**src/rtl/uart_tx_fifo_if.sv**
```systemverilog
// Byte/strobe handshake and status bundle between the image resizer and the UART transmitter.
interface uart_tx_fifo_if;
    logic       trmt;
    logic [7:0] tx_data;
    logic       TX;
    logic       tx_done;
    logic       busy;
    logic       fifo_full;
    logic       ovf_err;

    modport master (
        output trmt, tx_data,
        input  TX, tx_done, busy, fifo_full, ovf_err
    );

    modport slave (
        input  trmt, tx_data,
        output TX, tx_done, busy, fifo_full, ovf_err
    );
endinterface

```
**src/rtl/uart_tx_fifo.sv**
```systemverilog
// UART transmitter (8N1, or 8E1 when UART_TX_PARITY_EN is defined) fed by a small byte FIFO.
// Line outputs are registered from the state, so the wire trails the state machine by one clock.
module uart_tx_fifo #(
    parameter int BAUD_DIV   = 434,
    parameter int FIFO_DEPTH = 8
) (
    input logic          clk,
    input logic          rst_n,
    uart_tx_fifo_if.slave bus
);
    localparam int PTR_W  = $clog2(FIFO_DEPTH);
    localparam int CNT_W  = PTR_W + 1;
    localparam int BAUD_W = $clog2(BAUD_DIV);
    localparam logic [BAUD_W-1:0] BAUD_LAST = BAUD_W'(BAUD_DIV - 1);
    localparam logic [CNT_W-1:0]  DEPTH_C   = CNT_W'(FIFO_DEPTH);

`ifdef UART_TX_PARITY_EN
    typedef enum logic [2:0] {ST_IDLE, ST_START, ST_DATA, ST_PARITY, ST_STOP} state_e;
`else
    typedef enum logic [2:0] {ST_IDLE, ST_START, ST_DATA, ST_STOP} state_e;
`endif

    logic [7:0]        mem_q [FIFO_DEPTH];
    logic [PTR_W-1:0]  wr_ptr_q, rd_ptr_q;
    logic [CNT_W-1:0]  count_q;
    state_e            state_q;
    logic [BAUD_W-1:0] baud_q;
    logic [2:0]        bit_q;
    logic [7:0]        shift_q;
`ifdef UART_TX_PARITY_EN
    logic              parity_q;
`endif
    logic              tx_q, busy_q, done_q, ovf_q, stop_end_q;
    logic              full, push, pop, bit_end;

    assign full    = (count_q == DEPTH_C);
    assign push    = bus.trmt && !full;
    assign pop     = (state_q == ST_IDLE) && (count_q != '0);
    assign bit_end = (baud_q == BAUD_LAST);

    // NOTE: FIFO storage carries no reset; pointers and count alone define which entries are valid.
    always_ff @(posedge clk) begin
        if (push) mem_q[wr_ptr_q] <= bus.tx_data;
    end

    // NOTE: every register below uses <= so all updates see the same pre-edge values.
    always_ff @(posedge clk or negedge rst_n) begin
        if (!rst_n) begin
            wr_ptr_q   <= '0;
            rd_ptr_q   <= '0;
            count_q    <= '0;
            state_q    <= ST_IDLE;
            baud_q     <= '0;
            bit_q      <= '0;
            shift_q    <= '0;
`ifdef UART_TX_PARITY_EN
            parity_q   <= 1'b0;
`endif
            tx_q       <= 1'b1;
            busy_q     <= 1'b0;
            done_q     <= 1'b0;
            ovf_q      <= 1'b0;
            stop_end_q <= 1'b0;
        end else begin
            if (push) wr_ptr_q <= wr_ptr_q + 1'b1;
            if (pop)  rd_ptr_q <= rd_ptr_q + 1'b1;
            if (push && !pop)      count_q <= count_q + 1'b1;
            else if (pop && !push) count_q <= count_q - 1'b1;
            if (bus.trmt && full)  ovf_q <= 1'b1;

            case (state_q)
                ST_START:  tx_q <= 1'b0;
                ST_DATA:   tx_q <= shift_q[0];
`ifdef UART_TX_PARITY_EN
                ST_PARITY: tx_q <= parity_q;
`endif
                default:   tx_q <= 1'b1;
            endcase
            busy_q <= (state_q != ST_IDLE);

            // Completion is judged when the stop bit has actually left the wire.
            if (bus.trmt)        done_q <= 1'b0;
            else if (stop_end_q) done_q <= (count_q == '0);

            stop_end_q <= 1'b0;
            baud_q     <= (state_q == ST_IDLE || bit_end) ? '0 : baud_q + 1'b1;
            case (state_q)
                ST_IDLE: begin
                    if (pop) begin
                        shift_q <= mem_q[rd_ptr_q];
`ifdef UART_TX_PARITY_EN
                        parity_q <= ^mem_q[rd_ptr_q];
`endif
                        state_q <= ST_START;
                    end
                end
                ST_START: begin
                    if (bit_end) begin
                        bit_q   <= '0;
                        state_q <= ST_DATA;
                    end
                end
                ST_DATA: begin
                    if (bit_end) begin
                        shift_q <= shift_q >> 1;
                        bit_q   <= bit_q + 1'b1;
                        if (bit_q == 3'd7) begin
`ifdef UART_TX_PARITY_EN
                            state_q <= ST_PARITY;
`else
                            state_q <= ST_STOP;
`endif
                        end
                    end
                end
`ifdef UART_TX_PARITY_EN
                ST_PARITY: begin
                    if (bit_end) state_q <= ST_STOP;
                end
`endif
                ST_STOP: begin
                    if (bit_end) begin
                        state_q    <= ST_IDLE;
                        stop_end_q <= 1'b1;
                    end
                end
                default: state_q <= ST_IDLE;
            endcase
        end
    end

    assign bus.TX        = tx_q;
    assign bus.tx_done   = done_q;
    assign bus.busy      = busy_q;
    assign bus.fifo_full = full;
    assign bus.ovf_err   = ovf_q;
endmodule
```
**src/flat_wrapper.sv**
```systemverilog
// flat-port wrapper written by rule: the top's interface ports become plain ports
module uart_tx_fifo_flat 
#(
    parameter int BAUD_DIV   = 434,
    parameter int FIFO_DEPTH = 8
)
  (clk, rst_n, bus_trmt, bus_tx_data, bus_TX, bus_tx_done, bus_busy, bus_fifo_full, bus_ovf_err);
  uart_tx_fifo_if bus_i ();
  input logic clk;
  input logic rst_n;
  input wire logic [$bits(bus_i.trmt)-1:0] bus_trmt;
  input wire logic [$bits(bus_i.tx_data)-1:0] bus_tx_data;
  output wire logic [$bits(bus_i.TX)-1:0] bus_TX;
  output wire logic [$bits(bus_i.tx_done)-1:0] bus_tx_done;
  output wire logic [$bits(bus_i.busy)-1:0] bus_busy;
  output wire logic [$bits(bus_i.fifo_full)-1:0] bus_fifo_full;
  output wire logic [$bits(bus_i.ovf_err)-1:0] bus_ovf_err;
  assign bus_i.trmt = bus_trmt;
  assign bus_i.tx_data = bus_tx_data;
  assign bus_TX = bus_i.TX;
  assign bus_tx_done = bus_i.tx_done;
  assign bus_busy = bus_i.busy;
  assign bus_fifo_full = bus_i.fifo_full;
  assign bus_ovf_err = bus_i.ovf_err;
  uart_tx_fifo #(.BAUD_DIV(BAUD_DIV), .FIFO_DEPTH(FIFO_DEPTH)) u_core (.clk(clk), .rst_n(rst_n), .bus(bus_i));
endmodule
```
**config.mk**
```make
export PLATFORM = sky130hd
export DESIGN_NAME = uart_tx_fifo_flat
export DESIGN_NICKNAME = d
export VERILOG_FILES = /design/src/rtl/uart_tx_fifo_if.sv /design/src/rtl/uart_tx_fifo.sv /design/src/flat_wrapper.sv
export SDC_FILE = /design/constraint.sdc
export NUM_CORES = 1
export LEC_CHECK = 0
export CORE_ASPECT_RATIO = 0.7
export CORE_MARGIN = 4
export CORE_UTILIZATION = 45
export CTS_BUF_LIST = sky130_fd_sc_hd__clkbuf_4 sky130_fd_sc_hd__clkbuf_8 sky130_fd_sc_hd__clkbuf_16
export CTS_CLUSTER_DIAMETER = 80
export CTS_CLUSTER_SIZE = 30
export DETAILED_ROUTE_END_ITERATION = 8
export DONT_BUFFER_PORTS = 1
export GPL_TIMING_DRIVEN = 0
export SLEW_MARGIN = 20
export SYNTH_ARGS = -nofsm -noshare
export SYNTH_HDL_FRONTEND = slang
export SYNTH_SLANG_ARGS = --single-unit
export TNS_END_PERCENT = 30
```
**constraint.sdc**
```tcl
create_clock -name clk -period 3.35 [get_ports clk]
set_input_delay 0.67 -clock clk [delete_from_list [all_inputs] [get_ports clk]]
set_output_delay 0.67 -clock clk [all_outputs]
set_load 0.01 [all_outputs]
```
==> flow_summary.yaml, run 1 <==
floorplan:
  core_area_sq_um: 9250
  die_h_microns: 90.5
  ioPinCount: 16
  die_area_sq_um: 11400
  initial_core_util_pct: 47.2
  die_w_microns: 126
  num_rows: 29
worst_setup_path:
  path_max_fanout: 7
  crit_required_ps: 3610
  crit_slowest_cell: "nor4b_2"
  crit_start: "u_core.count_q[0]"
  crit-reg2reg-launch: "u_core.count_q[0]"
  cp_slowest_stage_delay_ps: 510
  cp_top_family: "simple AND/OR/NAND/NOR gates"
  crit_type: "register to register"
  arrival_ps: 3250
  critPathCaptureType: "register"
  worstPathCellList: "nor4b_2 -> nand2b_1 -> clkbuf_1 -> inv_1 -> ha_1 -> inv_1 -> ha_1 -> a21o_1 -> a21oi_1 -> mux2i_1 -> xnor2_1"
  start_kind: "register"
  crit_buf_inv: 3
place:
  dpl.cell_count: 392
  hpwl_microns: 5210
  place.gp.congestion: 0.742
  placed_cell_area_sq_um: 4590
  numPortBuffers: 0
finish:
  post-route-cell-area_sq_um: 4890
  fin_util_pct: 52.8
  fin_cells: 408
  fillers: 758
  areaGrowthSynthToFinish_pct: 11.8
  fin_nets: 304
  drive_above_1_share_pct: 21.5
  diodes: 0
clock_network:
  clk_pin_slew_ps: 60
  cts_tree: "yes"
  post_cts_buffers: 0
  htreeDepth: 3
  clkLatencyLatePin_ps: 330
  cts.sinks: 101
  cts_made_buffers: 9
  clockBufferDepth: 2
  cts-root-buf: "clkbuf_16"
global_routing:
  antenna_found_initial: 0
  grt_pass1_wl_microns: 12100
  grt_max_degree: 38
  grt_usage_pct: 13.9
  grt-ovfl-total: 0
  first_global_vias: 2195
power_and_ir_drop:
  p_leak_nw: 1.84
  worst_ir_drop_vdd_v: 0.000480
  powerDensity_nw_per_um2: 875
run_status:
  outcome: "finished clean"
sta:
  max_slew_margin_pct: 32.3
  tightest_slew_ps: 1010
  rsz0062_at_grt: "false"
  fmax_mhz: 334
  setup_tns_ps: 0
  setup_viol: 0
  final.period_utilization_pct: 89.5
  fin_crit_ps: 3000
  hold_viol_final: 0
  clock_skew_ps: 7.28
  drv_slew: 0
logic_synthesis:
  avgSynthCellArea_sq_um: 16.6
  ys_types: 39
  syn-num-nets: 288
  synth_area_leaders: "edfxtp_1 (44%), dfrtp_1 (21%), mux4_1 (6.6%), mux2_2 (5.7%), ha_1 (3.7%)"
  synth_area_leader_cell: "edfxtp_1"
  synthCells: 263
  yosysWarnings: 0
  yosys.area.top_type_share_pct: 44.0
  syn_area_sq_um: 4370
  ys_ff_latch: 101
  ys_seq_area_share_pct: 65.2
route:
  drc: 0
  drt_iter0_drc: 127
  routed_wl_microns: 7600
  dr.pass1.iters: 4
  vias_per_cell: 5.25
  wl_per_cell_microns: 18.6
  vias: 2143
  postRouteAntennaNets: 0
min_path:
  hold_class: "input port to asynchronous set/reset pin"
run:
  max_cap_violations: 0
==> cells in the mapped netlist, drive strengths merged <==
library cell / instances
nor4bb: 1
o211ai: 1
a21oi: 1
o2bb2ai: 1
nand3b: 1
inv: 8
nor4: 2
mux4: 16
and3: 1
dfrtp: 36
xnor2: 10
nor3: 6
a21bo: 1
o31ai: 1
o21ai: 4
mux2: 22
a32o: 2
xor2: 4
edfxtp: 64
nand2b: 5
a41oi: 1
or2: 2
and2: 3
mux2i: 6
clkbuf: 6
and4: 1
a21o: 2
nand3: 2
nor2b: 3
nor2: 17
ha: 13
nand4: 1
dfstp: 1
fa: 1
buf: 5
nand2: 11
nor4b: 1
==> where the power goes <==
group | internal (mW) | switching, mW | total, mW
sequential | 1.62 | 0.179 | 1.80
clock | 0.591 | 0.417 | 1.01
combinational | 0.774 | 0.695 | 1.47
==> timing repair <==
action / 4_1_cts / 5_1_grt
setup endpoints to repair: 0 / 1
hold buffers: 0 / 0
resized for setup: 0 / 1
==> area by class of cell <==
| class | count | area, sq um | share of cell area, % |
|---|---|---|---|
| sequential | 101 | 2850 | 58.3 |
| multi-input combinational | 143 | 1440 | 29.4 |
| buffer | 11 | 87.6 | 1.79 |
| inverter | 8 | 30.0 | 0.614 |
| clock inverter | 5 | 51.3 | 1.05 |
| tap | 124 | 155 | 3.17 |
| clock buffer | 11 | 240 | 4.92 |
| timing repair buffer | 5 | 37.5 | 0.768 |
==> worst reg2reg max path, cell delays in order (launching register included) <==
cell,delay [ps]
dfrtp_1,460
nor4b_2,510
nand2b_1,160
clkbuf_1,330
inv_1,170
ha_1,230
inv_1,130
ha_1,250
a21o_1,160
a21oi_1,160
mux2i_1,240
xnor2_1,130
==> stage by stage <==
step	power [mW]	hold slack, ps	worst slack (ps)
after global routing	4.55	1.87	97.3
after global placement	3.23	375	227
final	4.28	26.2	352
after detailed placement	3.32	375	74.5
after CTS	4.34	10.2	54.0
after floorplan	2.93	374	519
==> layer usage <==
layer	global-route usage, %	routed length [microns]	vias to the layer above	share of wire, %
met5	0	0	-	0
met4	3.21	59	0	0.78
met3	4.31	277	6	3.6
met2	20.4	3370	34	44
met1	20.4	3900	1082	51
li1	-	-	1021	-
==> worst paths after layout <==
path | endpoint | slack, ps | depth (start not counted)
max | u_core.count_q[3] | 350 | 11
min | u_core.count_q[0] | 30 | 0
min in group clk | u_core.bus.tx_done | 390 | 1
max in group asynchronous | u_core.bus.TX | 3140 | 0
min reg2reg | u_core.bit_q[1] | 500 | 1
max reg2reg | u_core.count_q[3] | 350 | 11
==> cell usage in the layout (no fill, tap or decap), drive strengths merged, types with 3 or more instances in the layout <==
cell    count
o21ai       4
mux4       16
nor3        6
nand2      11
nor2       17
dfrtp      36
mux2i       6
and2        3
nand2b      5
buf        10
xor2        4
ha         13
mux2       22
clkbuf     17
xnor2      10
nor2b       3
edfxtp     64
inv         8
clkinv      4
==> cell families (layout without fill, tap and decap cells) <==
kind of cell             after synthesis  in the layout  share of synthesized area (%)
AO/OA/AOI/OAI                         14             14                           2.35
XOR/XNOR                              14             14                           2.81
adder cells (fa/ha/maj)               14             14                           4.18
buffers and inverters                 19             40                           2.69
flip-flops                           101            101                           65.2
multiplexers                          44             44                           16.2
AND/OR/NAND/NOR                       57             57                           6.56
==> sequential cells by signal, indices dropped and copies added, names as in the netlist, 2 cells and up <==
| signal | flops |
|---|---|
| u_core.rd_ptr_q | 3 |
| u_core.count_q | 4 |
| u_core.bit_q | 3 |
| u_core.mem_q | 64 |
| u_core.baud_q | 9 |
| u_core.shift_q | 8 |
| u_core.wr_ptr_q | 3 |
| u_core.state_q | 2 |
Power figures use the tool's default switching activity.
==> inputs of run 2 (changes only) <==
- CTS_CLUSTER_SIZE: 30 -> not set
- SKIP_LAST_GASP: not set -> 1
==> results of run 2 <==
Final layout, timing and power as in run 1 (identical DEF).
==> inputs of run 3 (changes only) <==
- REMOVE_ABC_BUFFERS: not set -> 1
==> run 3 against run 2 <==
Against the previous run:
- worst hold slack improved by 140 ps
- clock skew fell by 1.9 ps
- maximum frequency rose by 2.6%
- critical path depth fell by 1
- largest power group unchanged
- power fell by 3.5%
- sequential share of layout area rose by 0.76 points
- combinational power fell by 16%
- critical path type unchanged
==> flow_summary.yaml, run 3 (synthesized netlist as in run 1, its figures left out) <==
run_status:
  outcome: "finished clean"
finish:
  fillers: 749
  mostFrequentLayoutCell: "edfxtp_1"
  diodes: 0
  top_regs: "u_core.mem_q x64, u_core.baud_q x9, u_core.shift_q x8"
  largest_reg_flops: 64
  layout_common_cells: "edfxtp_1 (64), dfrtp_1 (36), mux2_2 (22)"
  ff_latch_area_sq_um: 2850
  drive_above_1_share_pct: 20.6
  fin_nets: 297
  top_register: "u_core.mem_q"
  multiInputGateArea_sq_um: 1440
  areaGrowthSynthToFinish_pct: 10.4
clock_network:
  htreeDepth: 3
  post_cts_buffers: 0
  cts-root-buf: "clkbuf_16"
  clkLatencyLatePin_ps: 340
  cts_made_buffers: 9
  clk_pin_slew_ps: 70
  clockBufferDepth: 2
  cts_tree: "yes"
  cts.sinks: 101
worst_setup_path:
  rrSetupSlack_ps: 430
  cp_slowest_stage_delay_ps: 530
  cp_top_family: "simple AND/OR/NAND/NOR gates"
  worstPathCellList: "nor4b_2 -> nand2b_1 -> inv_1 -> ha_1 -> inv_1 -> ha_1 -> a21o_1 -> a21oi_1 -> mux2i_1 -> xnor2_1"
  crit_type: "register to register"
  crit_required_ps: 3620
  crit_slowest_cell: "nor4b_2"
  start_kind: "register"
  crit_buf_inv: 2
  arrival_ps: 3190
  critPathCaptureType: "register"
  path_max_fanout: 7
power_and_ir_drop:
  p_leak_nw: 1.81
  clkPwrFrac_pct: 23.6
  power.switching_mw: 1.30
  powerDensity_nw_per_um2: 855
  p_comb_share_pct: 30.0
  seqPwrFrac_pct: 46.5
  swShare_pct: 31.4
  p_int_mw: 2.83
  finalPower_mw: 4.13
  worst_ir_drop_vdd_v: 0.000582
global_routing:
  grt_max_degree: 38
  grt_usage_pct: 14.0
  grt-ovfl-total: 0
  grt_pass1_wl_microns: 12000
  antenna_found_initial: 1
  first_global_vias: 2092
floorplan:
  ioPinCount: 16
  core_area_sq_um: 9250
  die_w_microns: 126
  die_h_microns: 90.5
  num_rows: 29
  die_area_sq_um: 11400
  initial_core_util_pct: 47.2
route:
  drt_iter0_drc: 148
  vias_per_cell: 5.38
  drc: 0
  dr.pass1.iters: 4
  wl_per_cell_microns: 19.2
  vias: 2156
  routed_wl_microns: 7700
  postRouteAntennaNets: 0
sta:
  fmax_mhz: 342
  hold_viol_final: 0
  setup_viol: 0
  final.period_utilization_pct: 87.2
  setup_tns_ps: 0
  max_slew_margin_pct: 33.5
  clock_skew_ps: 5.39
  tightest_slew_ps: 998
  whs_ps: 170
  fin_crit_ps: 2920
  drv_slew: 0
  rsz0062_at_grt: "false"
place:
  place.gp.congestion: 0.738
  numPortBuffers: 0
  hpwl_microns: 4910
min_path:
  hold_class: "input port to asynchronous set/reset pin"
run:
  max_cap_violations: 0
-- run 3: cell count changes in the layout (fill, tap and decap cells not counted), sizes merged --
cell	delta
clkinv	-1
inv	+3
buf	-5
dlygate4sd3	+4
clkbuf	-7
bufinv	-1
-- run 3: area by class of cell --
type | instances | area share, %
Inverter | 8 | 0.622
Clock buffer | 10 | 4.82
Clock inverter | 6 | 0.960
Sequential cell | 101 | 59.1
Tap cell | 124 | 3.22
Multi-Input combinational cell | 143 | 29.8
Timing Repair Buffer | 9 | 1.56
-- run 3: worst reg2reg max path: stages (launching register included) --
cell and delay (ps):
dfrtp_1 460, nor4b_2 530, nand2b_1 390, inv_1 170
ha_1 230, inv_1 130, ha_1 250, a21o_1 150
a21oi_1 180, mux2i_1 240, xnor2_1 130
-- run 3: path summary, 6_finish.rpt --
path	from	to	cells past startpoint
worst min register to register	u_core.bit_q[1]	u_core.bit_q[1]	1
max in group asynchronous	rst_n	u_core.shift_q[2]	1
worst min-delay path	rst_n	u_core.bus.TX	0
worst max register to register	u_core.count_q[0]	u_core.count_q[3]	10
min in group clk	bus_trmt	u_core.bus.tx_done	1
worst max-delay path	u_core.count_q[0]	u_core.count_q[3]	10
-- run 3: per-stage QoR --
stage	cell area [sq um]	setup WS, ps	utilization [%]	instances
3_3_place_gp	4440	244	48.0	376
6_report	4820	429	52.1	401
2_1_floorplan	4280	619	-	252
4_1_cts	4780	126	51.6	397
3_5_place_dp	4500	145	48.6	381
5_1_grt	4820	226	52.1	401
-- run 3: what timing repair did --
item / 4_1_cts / 5_1_grt
gates resized for setup: 0 / 1
hold buffers: 0 / 4
endpoints found under the setup margin: 0 / 1
endpoints found under the hold margin: 0 / 19
-- run 3: per-layer routing --
layer | share of wire [%] | vias up | track usage (%) | wire (microns)
met5 | 0 | - | 0 | 0
met4 | 1.0 | 0 | 4.82 | 77
met3 | 4.8 | 10 | 4.67 | 371
met2 | 43 | 29 | 19.2 | 3310
met1 | 51 | 1110 | 20.9 | 3940
li1 | - | 1007 | - | -
-- run 3: power groups by stage --
stage	Combinational (mW)	Clock [mW]	Sequential [mW]
3_3_place_gp	1.20	0	1.93
6_report	1.24	0.973	1.92
4_1_cts	1.24	0.996	1.92
3_5_place_dp	1.23	0	1.94
5_1_grt	1.38	1.06	1.95
2_1_floorplan	0.989	0	1.84
==> patch 1: new RTL, config.mk and constraints of run 2 <==
Re-encode `state_e` (4 states) as one-hot, 4 bits wide.
--- a/src/rtl/uart_tx_fifo.sv
+++ b/src/rtl/uart_tx_fifo.sv
@@ -18,5 +18,5 @@
     typedef enum logic [2:0] {ST_IDLE, ST_START, ST_DATA, ST_PARITY, ST_STOP} state_e;
 `else
-    typedef enum logic [2:0] {ST_IDLE, ST_START, ST_DATA, ST_STOP} state_e;
+    typedef enum logic [3:0] {ST_IDLE = 4'b0001, ST_START = 4'b0010, ST_DATA = 4'b0100, ST_STOP = 4'b1000} state_e;
 `endif
 
Formal check against the unedited RTL: no difference found for any inputs over 10 cycles, from zero or initial values and one cycle with rst_n low; not proved beyond that.
==> patch 1 against run 2 <==
  * Critical path depth stayed put
  * Synthesized cell count is 7.2% higher
  * First-iteration DRC count increased by 27%
  * Global-route usage up 1.2 points
  * Synthesized area rose by 0.26%
  * Cell count rose by 3.9%
  * Total power shrank 3.6%
  * Sequential cell count increased by 2
  * Worst setup slack worse by 170 ps
  * Routed wire length rose by 5.9%
  * Count of clock-buffer cells in the layout decreased by 1
  * Design area down 0.61%
==> patch 1: results (changes against run 2) <==
metric,value,unit,change
status,"complete, no violations",,unchanged
wl_met1,4.11,mm,was 3.90 mm
design.seq.count,103,,was 101
gp_congestion,0.770,,was 0.742
drive_gt1_share,19.7,%,was 21.5%
reg_top3,"u_core.mem_q: 64 flops, u_core.baud_q: 9 flops, u_core.shift_q: 8 flops",,unchanged
arrival,3380,ps,was 3250 ps
synth_xor_area_share,2.80,%,was 2.81%
finalCritPeriodShare,94.7,%,was 89.5%
syn_nets,303,,was 288
synthMuxAreaShare,11.3,%,was 16.2%
grt_pass1_wl,12.7,mm,was 12.1 mm
routedWlPerCell,19.0,um,was 18.6 um
synth_common_cells,"64 x edfxtp_1, 37 x dfrtp_1, 25 x nand2_1",,"was 64 x edfxtp_1, 36 x dfrtp_1, 22 x mux2_2"
synthCells,282,,was 263
rrSetupSlack,180,ps,was 350 ps
r2r-end,u_core.count_q[3],,unchanged
wl_met2,3.50,mm,was 3.37 mm
ys_async_sr_fraction,37.9,%,was 36.6%
ys_seq_area_share,66.2,%,was 65.2%
area_share_nonclk_buffers,2.50,%,was 2.56%
final_cell_area,0.00486,mm2,was 0.00489 mm2
holdWs,23.4,ps,was 26.2 ps
syn_area,0.00438,mm2,was 0.00437 mm2
tightest_slew,997,ps,was 1010 ps
seq_share,59.7,%,was 58.3%
vias,2311,,"was 2,143"
dp.cells,408,,was 392
signal_buffers,17,,was 16
fillerInstances,792,,was 758
startpoint,u_core.state_q[0],,was u_core.count_q[0]
synth_compound_area_share,5.51,%,was 2.35%
nets,318,,was 304
vdd_ir_drop_max,0.433,mV,was 0.480 mV
dp_slack,145,ps,was 74.5 ps
critPathMaxFanout,10,,was 7
grt_usage,15.1,%,was 13.9%
grt_util_met1,23.7,%,was 20.4%
wl_met3,352,um,was 277 um
drt_iter0_markers,161,,was 127
first_global_vias,2225,,"was 2,195"
clock_skew,7.04,ps,was 7.28 ps
comb.multi_input.count,161,,was 143
p_switching,1.33,mW,was 1.29 mW
n_all_inverters,5,,was 8
multi_input_area_share,28.9,%,was 29.4%
power,4.12,mW,was 4.28 mW
comb_power_share,32.7,%,was 34.4%
clock_area_share,5.31,%,was 5.97%
powerSeq,1.84,mW,was 1.80 mW
final_cells,424,,was 408
grtUsageMet2,19.0,%,was 20.4%
synthAdderAreaFrac,3.03,%,was 4.18%
dp_hpwl,5.37,mm,was 5.21 mm
clock_buffers,10,,was 11
p_leak,1.76,nW,was 1.84 nW
grt_use_met3,5.50,%,was 4.31%
[patch 1: cell count changes in the layout (fill, tap and decap cells not counted), moves of 5 or more]
cell | run 2 | this run
mux2_2 | 22 | 3
nand2_1 | 11 | 25
mux4_1 | 11 | 0
mux4_2 | 5 | 16
o221ai_2 | 0 | 5
[patch 1: logic make-up after synthesis]
| logic type | after synthesis |
|---|---|
| buffers and inverters | 18 |
| adders and majority gates | 10 |
| AOI/OAI and AO/OA | 29 |
| and+or+nand+nor | 79 |
| DFF | 103 |
| muxes | 29 |
| xor gates and xnor gates | 14 |
[patch 1: what timing repair did]
item | CTS | global route
hold endpoints to repair | 0 | 28
setup endpoints to repair | 0 | 1
resized for setup | 0 | 2
hold buffers | 0 | 2
[patch 1: critical path, stage by stage (launching register included)]
cell and delay, ps:
dfstp_2 590, or4b_1 430, buf_2 160, nor2_2 210, inv_2 70, buf_6 150, ha_1 240, inv_1 160
ha_1 250, a21o_1 190, a2111oi_1 430, o31ai_1 150
==> patch 2: new RTL, settings of run 2 <==
Made on the original files. Build with the macro `UART_TX_PARITY_EN` defined.
--- a/src/rtl/uart_tx_fifo.sv
+++ b/src/rtl/uart_tx_fifo.sv
@@ -1,4 +1,6 @@
 // UART transmitter (8N1, or 8E1 when UART_TX_PARITY_EN is defined) fed by a small byte FIFO.
 // Line outputs are registered from the state, so the wire trails the state machine by one clock.
+`define UART_TX_PARITY_EN
+
 module uart_tx_fifo #(
     parameter int BAUD_DIV   = 434,
Behaviour: no difference found for any inputs over 10 cycles, from zero or initial values and one cycle with rst_n low; that may be too few to reach the edited logic, so the function may still have changed.
==> patch 2 against run 2 <==
  * Sequential cell count up 2
  * Routed wire length up 4.8%
  * Worst setup slack better by 110 ps
  * Design area up 1.0%
  * Synthesized area up 1.8%
  * Non-clock buffer count down 1
  * Critical path type unchanged
  * Highest routed layer unchanged
Power is not compared: it rests on default switching activity, and its combinational part moved more than twofold at a synthesized area within 25%.
==> patch 2: results (changes against run 2) <==
metric,value,unit,change
status,"complete, no violations",,unchanged
ys_seq_area_share,65.2,%,about the same
synth_common_cells,"64 x edfxtp_1, 38 x dfrtp_1, 27 x nor2_1",,"was 64 x edfxtp_1, 36 x dfrtp_1, 22 x mux2_2"
clock_skew,6.91,ps,was 7.28 ps
seq_share,58.7,%,was 58.3%
area_share_nonclk_buffers,1.95,%,was 2.56%
tightest_slew,995,ps,was 1010 ps
totalWireLength,7.96,mm,was 7.60 mm
gp_congestion,0.782,,was 0.742
ys_async_sr_fraction,37.9,%,was 36.6%
critPathMaxFanout,6,,was 7
synthAdderAreaFrac,2.98,%,was 4.18%
syn_nets,303,,was 288
signal_buffers,15,,was 16
dp_hpwl,5.35,mm,was 5.21 mm
grt_use_met3,5.58,%,was 4.31%
grt_util_met1,23.2,%,was 20.4%
n_all_inverters,7,,was 8
finalCritPeriodShare,86.2,%,was 89.5%
via_per_inst,5.31,,was 5.25
grtUsageMet2,19.8,%,was 20.4%
ys_types,45,,was 39
synthMuxAreaShare,14.1,%,was 16.2%
wl_met3,273,um,was 277 um
wl_met1,4.15,mm,was 3.90 mm
cp_slowest_stage_delay,760,ps,was 510 ps
final_cell_area,0.00494,mm2,was 0.00489 mm2
grt_usage,15.0,%,was 13.9%
multiInputGateArea,0.00146,mm2,was 0.00144 mm2
synth_compound_area_share,3.68,%,was 2.35%
dp.cells,412,,was 392
dp_slack,414,ps,was 74.5 ps
drive_gt1_share,16.9,%,was 21.5%
place_area,0.00463,mm2,was 0.00459 mm2
final_cells,429,,was 408
==> patch 2: cell types whose count changed in the layout (fill, tap and decap cells not counted), sizes merged, moves of 4 or more <==
cell / change
a2bb2oi: +5
a21oi: +5
ha: -4
xnor2: +8
mux2: -13
nor2: +10
buf: -4
nand2: +5
==> patch 2: power breakdown <==
part	total [mW]	switching [mW]	leakage (nW)	internal (mW)
logic	0.556	0.287	0.577	0.269
clock network	1.03	0.442	0.145	0.585
registers	1.73	0.150	1.06	1.58
total	3.32	0.878	1.78	2.44
==> patch 2: how the worst min path moves through the flow <==
stage | to | startpoint | slack [ps]
after global routing | u_core.bus.busy | rst_n | 0.3
after detailed placement | u_core.baud_q[5] | rst_n | 380
final | u_core.baud_q[2] | rst_n | 20
after floorplan | u_core.baud_q[0] | rst_n | 370
after global placement | u_core.baud_q[5] | rst_n | 380
after CTS | u_core.baud_q[5] | rst_n | 4
